`config.mk`:
```
export PLATFORM = sky130hd
export DESIGN_NAME = pipe_ctrl
export DESIGN_NICKNAME = d
export VERILOG_FILES = /design/src/rtl/pipe_pkg.sv /design/src/rtl/pipe_ctrl_hole_gen.sv /design/src/rtl/pipe_ctrl.sv
export SDC_FILE = /design/constraint.sdc
export NUM_CORES = 1
export LEC_CHECK = 0
export ABC_AREA = 1
export CAP_MARGIN = 25
export CELL_PAD_IN_SITES_DETAIL_PLACEMENT = 1
export CELL_PAD_IN_SITES_GLOBAL_PLACEMENT = 2
export CORE_AREA = 2 2 112 124
export CTS_CLUSTER_DIAMETER = 200
export CTS_CLUSTER_SIZE = 14
export DETAILED_ROUTE_END_ITERATION = 7
export DIE_AREA = 0 0 114 126
export PLACE_DENSITY = 0.75
export REMOVE_ABC_BUFFERS = 1
export SLEW_MARGIN = 20
export SYNTH_ARGS = -nofsm -noshare
export SYNTH_HDL_FRONTEND = slang
export SYNTH_SLANG_ARGS = --single-unit
```
`constraint.sdc`:
```
create_clock -name i_clk -period 2.7 [get_ports i_clk]
set_input_delay 0.54 -clock i_clk [delete_from_list [all_inputs] [get_ports i_clk]]
set_output_delay 0.54 -clock i_clk [all_outputs]
set_load 0.02 [all_outputs]
```
`src/rtl/pipe_pkg.sv`:
```
// Shared types and constants for the pipe controller and its hole generator.
package pipe_pkg;

    typedef enum logic [1:0] {
        ST_IDLE = 2'd0,
        ST_RUN  = 2'd1,
        ST_DEAD = 2'd2,
        ST_OVER = 2'd3
    } state_t;

    typedef logic [11:0] coord_t;
    typedef logic [9:0]  score_t;

    localparam score_t SCORE_MAX = 10'd1023;

    localparam logic [7:0] LFSR_SEED = 8'hA5;

    // Fixed hole-centre sequence used when the LFSR source is not built in.
    localparam coord_t HOLE_TABLE [16] = '{
        12'd220, 12'd130, 12'd310, 12'd290,
        12'd160, 12'd340, 12'd140, 12'd330,
        12'd275, 12'd225, 12'd150, 12'd200,
        12'd190, 12'd340, 12'd280, 12'd170
    };

    // Clamp a coordinate into [lo, hi].
    function automatic coord_t clamp_coord(coord_t v, coord_t lo, coord_t hi);
        coord_t r;
        r = v;
        if (v < lo) r = lo;
        if (v > hi) r = hi;
        return r;
    endfunction

endpackage

```
`src/rtl/pipe_ctrl_hole_gen.sv`:
```
// hole_gen: produces the next hole-centre Y and advances one step per value taken.
// Build option PIPE_CTRL_LFSR_EN selects an 8-bit LFSR source folded into
// [HOLE_MIN, HOLE_MAX]; otherwise a 16-entry table is walked with a wrapping index.
module hole_gen
    import pipe_pkg::*;
#(
    parameter int HOLE_MIN = 130,
    parameter int HOLE_MAX = 350
) (
    input  logic        i_clk,
    input  logic        i_rst_n,
    input  logic        i_step,
    output logic [11:0] o_y
);

`ifdef PIPE_CTRL_LFSR_EN
    localparam coord_t RANGE      = coord_t'(HOLE_MAX - HOLE_MIN);
    localparam coord_t RANGE_WRAP = coord_t'(HOLE_MAX - HOLE_MIN + 1);

    logic [7:0] lfsr_q;
    logic [7:0] lfsr_d;
    coord_t     v_ext;

    // Taps for x^8+x^6+x^5+x^4+1; shift only when a value is consumed.
    always_comb begin
        lfsr_d = lfsr_q;
        if (i_step) begin
            lfsr_d = {lfsr_q[6:0], lfsr_q[7] ^ lfsr_q[5] ^ lfsr_q[4] ^ lfsr_q[3]};
        end
    end

    // LFSR state register.
    always_ff @(posedge i_clk or negedge i_rst_n) begin
        if (!i_rst_n) begin
            lfsr_q <= LFSR_SEED;
        end else begin
            lfsr_q <= lfsr_d;
        end
    end

    // Fold the 0..255 value back into the hole window (range is 127..255 wide).
    always_comb begin
        v_ext = {4'd0, lfsr_q};
        if (v_ext <= RANGE) begin
            o_y = coord_t'(HOLE_MIN) + v_ext;
        end else begin
            o_y = coord_t'(HOLE_MIN) + v_ext - RANGE_WRAP;
        end
    end
`else
    logic [3:0] idx_q;
    logic [3:0] idx_d;

    // Index wraps naturally at 16 entries.
    always_comb begin
        idx_d = idx_q;
        if (i_step) begin
            idx_d = idx_q + 4'd1;
        end
    end

    // Table index register.
    always_ff @(posedge i_clk or negedge i_rst_n) begin
        if (!i_rst_n) begin
            idx_q <= 4'd0;
        end else begin
            idx_q <= idx_d;
        end
    end

    // Table lookup clamped to the configured window.
    always_comb begin
        o_y = clamp_coord(HOLE_TABLE[idx_q], coord_t'(HOLE_MIN), coord_t'(HOLE_MAX));
    end
`endif

endmodule

```
`src/rtl/pipe_ctrl.sv`:
```
// pipe_ctrl: game FSM, pipe release scheduler, hole-load arbiter and scoring.
// Hole source is chosen at build time by PIPE_CTRL_LFSR_EN (see hole_gen).
module pipe_ctrl
    import pipe_pkg::*;
#(
    parameter int N_PIPES    = 3,
    parameter int SPAWN_GAP  = 32,
    parameter int SPEED_INIT = 7,
    parameter int SPEED_MAX  = 15,
    parameter int SPEED_STEP = 5,
    parameter int HOLE_MIN   = 130,
    parameter int HOLE_MAX   = 350,
    parameter int DEAD_TICKS = 60
) (
    input  logic               i_clk,
    input  logic               i_rst_n,
    input  logic               i_physics_stb,
    input  logic               i_flap,
    input  logic               i_collide,
    input  logic [N_PIPES-1:0] i_point,
    output logic [N_PIPES-1:0] o_pipe_run,
    output logic [N_PIPES-1:0] o_pipe_rst,
    output logic [N_PIPES-1:0] o_hole_load,
    output logic [11:0]        o_hole_y,
    output logic [5:0]         o_speed,
    output logic [9:0]         o_score,
    output logic [9:0]         o_hiscore,
    output logic [1:0]         o_state
);

    localparam int GAP_W  = $clog2(SPAWN_GAP + 1);
    localparam int IDX_W  = $clog2(N_PIPES + 1);
    localparam int DEAD_W = $clog2(DEAD_TICKS + 1);
    localparam int STEP_W = $clog2(SPEED_STEP + 1);

    state_t             state_q,     state_d;
    logic [N_PIPES-1:0] pipe_run_q,  pipe_run_d;
    logic [N_PIPES-1:0] pipe_rst_q,  pipe_rst_d;
    logic [N_PIPES-1:0] hole_load_q, hole_load_d;
    coord_t             hole_y_q,    hole_y_d;
    logic [5:0]         speed_q,     speed_d;
    score_t             score_q,     score_d;
    score_t             hiscore_q,   hiscore_d;
    logic [IDX_W-1:0]   rel_idx_q,   rel_idx_d;
    logic [GAP_W-1:0]   gap_q,       gap_d;
    logic [DEAD_W-1:0]  dead_q,      dead_d;
    logic [STEP_W-1:0]  step_cnt_q,  step_cnt_d;
    logic [N_PIPES-1:0] pend_load_q, pend_load_d;
    logic [N_PIPES-1:0] pend_pt_q,   pend_pt_d;

    logic [N_PIPES-1:0] new_rel;
    logic [N_PIPES-1:0] req;
    logic [N_PIPES-1:0] pt_req;
    logic [N_PIPES-1:0] sel;
    logic               hole_step;
    coord_t             gen_y;

    hole_gen #(
        .HOLE_MIN (HOLE_MIN),
        .HOLE_MAX (HOLE_MAX)
    ) u_hole_gen (
        .i_clk   (i_clk),
        .i_rst_n (i_rst_n),
        .i_step  (hole_step),
        .o_y     (gen_y)
    );

    // Next-state logic: FSM, release schedule, lowest-index-first hole loads, scoring.
    always_comb begin
        state_d     = state_q;
        pipe_run_d  = pipe_run_q;
        pipe_rst_d  = '0;
        hole_load_d = '0;
        hole_y_d    = hole_y_q;
        speed_d     = speed_q;
        score_d     = score_q;
        hiscore_d   = hiscore_q;
        rel_idx_d   = rel_idx_q;
        gap_d       = gap_q;
        dead_d      = dead_q;
        step_cnt_d  = step_cnt_q;
        pend_load_d = pend_load_q;
        pend_pt_d   = pend_pt_q;
        new_rel     = '0;
        req         = '0;
        pt_req      = '0;
        sel         = '0;
        hole_step   = 1'b0;

        case (state_q)
            ST_IDLE: begin
                if (i_flap) begin
                    state_d     = ST_RUN;
                    pipe_rst_d  = '1;
                    pipe_run_d  = '0;
                    score_d     = '0;
                    speed_d     = 6'(SPEED_INIT);
                    rel_idx_d   = '0;
                    gap_d       = '0;
                    step_cnt_d  = '0;
                    pend_load_d = '0;
                    pend_pt_d   = '0;
                end
            end

            ST_RUN: begin
                if (i_collide) begin
                    // Collision wins over any point arriving in the same cycle.
                    state_d     = ST_DEAD;
                    pipe_run_d  = '0;
                    hiscore_d   = (score_q > hiscore_q) ? score_q : hiscore_q;
                    dead_d      = '0;
                    pend_load_d = '0;
                    pend_pt_d   = '0;
                end else begin
                    if (i_physics_stb) begin
                        if (rel_idx_q < IDX_W'(N_PIPES) && gap_q == '0) begin
                            new_rel    = N_PIPES'(1) << rel_idx_q;
                            pipe_run_d = pipe_run_q | new_rel;
                            rel_idx_d  = rel_idx_q + 1'b1;
                            gap_d      = GAP_W'(SPAWN_GAP - 1);
                        end else if (gap_q != '0) begin
                            gap_d = gap_q - 1'b1;
                        end
                    end

                    req    = pend_load_q | i_point | new_rel;
                    pt_req = pend_pt_q | i_point;
                    sel    = req & (~req + 1'b1);

                    if (req != '0) begin
                        hole_load_d = sel;
                        hole_y_d    = gen_y;
                        hole_step   = 1'b1;
                        if ((sel & pt_req) != '0) begin
                            if (score_q != SCORE_MAX) begin
                                score_d = score_q + 1'b1;
                            end
                            if (step_cnt_q == STEP_W'(SPEED_STEP - 1)) begin
                                step_cnt_d = '0;
                                if (speed_q < 6'(SPEED_MAX)) begin
                                    speed_d = speed_q + 1'b1;
                                end
                            end else begin
                                step_cnt_d = step_cnt_q + 1'b1;
                            end
                        end
                    end

                    pend_load_d = req & ~sel;
                    pend_pt_d   = pt_req & ~sel;
                end
            end

            ST_DEAD: begin
                if (i_physics_stb) begin
                    if (dead_q == DEAD_W'(DEAD_TICKS - 1)) begin
                        state_d = ST_OVER;
                    end else begin
                        dead_d = dead_q + 1'b1;
                    end
                end
            end

            ST_OVER: begin
                if (i_flap) begin
                    state_d = ST_IDLE;
                end
            end

            default: begin
                state_d = ST_IDLE;
            end
        endcase
    end

    // State and registered outputs.
    always_ff @(posedge i_clk or negedge i_rst_n) begin
        if (!i_rst_n) begin
            state_q     <= ST_IDLE;
            pipe_run_q  <= '0;
            pipe_rst_q  <= '0;
            hole_load_q <= '0;
            hole_y_q    <= '0;
            speed_q     <= 6'(SPEED_INIT);
            score_q     <= '0;
            hiscore_q   <= '0;
            rel_idx_q   <= '0;
            gap_q       <= '0;
            dead_q      <= '0;
            step_cnt_q  <= '0;
            pend_load_q <= '0;
            pend_pt_q   <= '0;
        end else begin
            state_q     <= state_d;
            pipe_run_q  <= pipe_run_d;
            pipe_rst_q  <= pipe_rst_d;
            hole_load_q <= hole_load_d;
            hole_y_q    <= hole_y_d;
            speed_q     <= speed_d;
            score_q     <= score_d;
            hiscore_q   <= hiscore_d;
            rel_idx_q   <= rel_idx_d;
            gap_q       <= gap_d;
            dead_q      <= dead_d;
            step_cnt_q  <= step_cnt_d;
            pend_load_q <= pend_load_d;
            pend_pt_q   <= pend_pt_d;
        end
    end

    assign o_state     = state_q;
    assign o_pipe_run  = pipe_run_q;
    assign o_pipe_rst  = pipe_rst_q;
    assign o_hole_load = hole_load_q;
    assign o_hole_y    = hole_y_q;
    assign o_speed     = speed_q;
    assign o_score     = score_q;
    assign o_hiscore   = hiscore_q;

endmodule

```
==> qor.txt <==
First-pass GRT wire length = 18700 um
TNS Setup = 0 ns
CTS hold repair buffers = 0
Layout cells sized above 1 = 0.111
Commonest non-fill, non-tap cell in the layout = nand2_1
H-tree depth = 3
Startpoint Class = flop
Peak VDD IR = 0.401 mV
Dpl ws = 0.257 ns
Final ANT Viol Nets = 0
Post-route DRC = 0
Final Max Slew Viols = 0
DR WL met2 = 5720 um
EDFF count, synth = 0
Highest Signal Layer = met4
Drt initial violations = 86
Clk slew on worst S/H paths = 0.06 ns
Final Worst Setup Slack = 0.521 ns
Setup violation total in the final timing report = 0
Worst-Margin Slew = 0.595 ns
M1 WL = 4940 um
PortBufs = 53
CTS sink cnt = 70
Part of the cycle the worst path needs = 0.807
Core area = 0.0131 mm2
PnR Total Power = 5.82 mW
Vias in the first global route = 3847
Commonest cells after routing, fill and taps aside = nand2_1 (120), inv_1 (69), dfrtp_1 (67)
Setup Crit Path Kind = flop to flop
Area growth syn-to-layout = 23.9%
Num rows = 44
Ys Warns = 0
PwrDens = 1110 mW/mm2
Final Hold Fails = 0
Min-Delay Path Class = input port to async pin
Flops & latches, synth = 70
CTS buffer count = 9
Post-CTS Setup Repair Bufs = 0
Final Core Density = 0.401
CTS tree = yes
Cell count after synthesis = 514
Clk Latency, worst-skew pair = 0.33 ns
Ant. Diodes = 0
Die Height = 126 um
DP HPWL = 8470 um
Crit path required time = 2.91 ns
CP arrival = 2.39 ns
Peak Freq = 0.459 GHz
Ys async rst share = 1.00
Initial Utilization = 0.324
Min Tclk post-route = 2.18 ns
Status = finished clean
Largest net degree at the start of global routing = 36
Unique masters post-synth = 54
Syn_area_per_cell = 8.25 um2
CP Capture Type = flop
GR Util All Layers = 0.162
Unrepaired setup endpoints after global routing = false
CTS Buffer Depth = 2
Vias per std cell = 4.87
GP Congestion = 0.795
Root buf cell = clkbuf_16
Die Width = 114 um
I/O pin cnt = 57
Vias = 3593
Worst slew margin = 0.599
Crit-path max FO = 9
Met3 Wirelength = 310 um
GRT Residual Overflow = 0
Max Cap Violations = 0
WL/cell = 15.0 um
WL final = 11100 um
Top_reg_cell synth = dfrtp_1
Initial antenna violation count = 0
Die Area = 0.0144 mm2
Sequential element share of the synthesized area = 0.414
Pre-antenna DRT Iters = 4
P_leak = 2.48 nW
PostCTS Resize Cnt = 0
Setup Skew = 0.00569 ns
Cell Area, Synth = 0.00424 mm2
Nets@finish = 609
path summary, 6_finish.rpt:
| kind | slack [ns] | cells after the start | start | endpoint |
|---|---|---|---|---|
| setup reg to reg | 0.52 | 10 | u_hole_gen.idx_q[0] | o_hole_y[4] |
| max in group asynchronous | 1.87 | 2 | i_rst_n | o_speed[2] |
| hold / removal | 0.16 | 1 | i_rst_n | gap_q[2] |
| setup / recovery | 0.52 | 10 | u_hole_gen.idx_q[0] | o_hole_y[4] |
| min in group i_clk | 0.48 | 2 | pend_load_q[1] | pend_load_q[1] |
| hold reg to reg | 0.48 | 2 | pend_load_q[1] | pend_load_q[1] |
synthesized netlist by cell type (all sizes together) (2+ instances only):
master,n,area (um2)
nand4,15,109
o21a,2,15.0
nand3,31,208
o21ai,33,180
o22ai,6,37.5
nand2,126,493
dfstp,3,78.8
nor3b,3,22.5
buf,14,113
o21bai,3,26.3
a31oi,2,18.8
nor3,15,91.3
a21oi,33,176
inv,72,270
or2,4,25.0
nor2,39,186
xor2,4,42.6
dfrtp,67,1680
ha,29,363
critical path, cell delays in order (launching register included):
cell     delay [ns]
dfrtp_1        0.57
inv_1          0.12
ha_1           0.35
a21oi_1        0.25
nand2_1        0.11
nand2_1        0.09
nor2_1         0.04
nand2_1        0.16
inv_1          0.07
o21ai_0        0.21
nand2_1        0.08
through the flow:
stage               area [um2]  std cells  hold WS (ns)
floorplan                 4130        501         0.244
global placement          4910        722         0.463
detailed placement        4910        722         0.470
CTS                       5250        738         0.180
global route              5250        738         0.196
finish                    5250        738         0.162
registers in the layout, indices dropped and copies added, names as in the netlist:
register / count
u_hole_gen.idx_q: 4
rel_idx_q: 2
pend_pt_q: 3
dead_q: 6
o_hole_load: 3
o_state: 2
o_pipe_rst: 1
pend_load_q: 2
o_hole_y: 9
o_score: 10
o_speed: 6
o_hiscore: 10
step_cnt_q: 3
gap_q: 6
o_pipe_run: 3
cells by family (layout without fill, tap and decap cells):
logic type	after synthesis	count (layout)	synth area share
AOI/OAI and AO/OA	86	86	0.125
xor gates and xnor gates	4	4	0.0100
adders and majority gates	29	29	0.0855
buffers and inverters	88	149	0.0920
DFF	70	70	0.414
other	1	3	0.000884
and+or+nand+nor	236	236	0.272
layout make-up:
cell class	count	area (um2)
fillers	1581	7850
multi-input cells	358	2100
flip-flops and latches	70	1760
repair buffers	60	581
inverters	73	274
clock buffers	10	229
well taps	161	201
clock inverters	6	110
report_power, final:
part	internal (mW)	total, mW	switching [mW]	leakage [nW]
sequential	1.37	1.67	0.299	0.917
combinational	1.03	2.78	1.75	1.40
clock	0.901	1.37	0.467	0.159
routing by layer:
layer  track usage  up-vias
li1              -     1790
met1         0.200     1754
met2         0.290       43
met3        0.0269        6
met4        0.0452        0
met5             0        -
No activity file was read; power rests on OpenSTA's default activity.
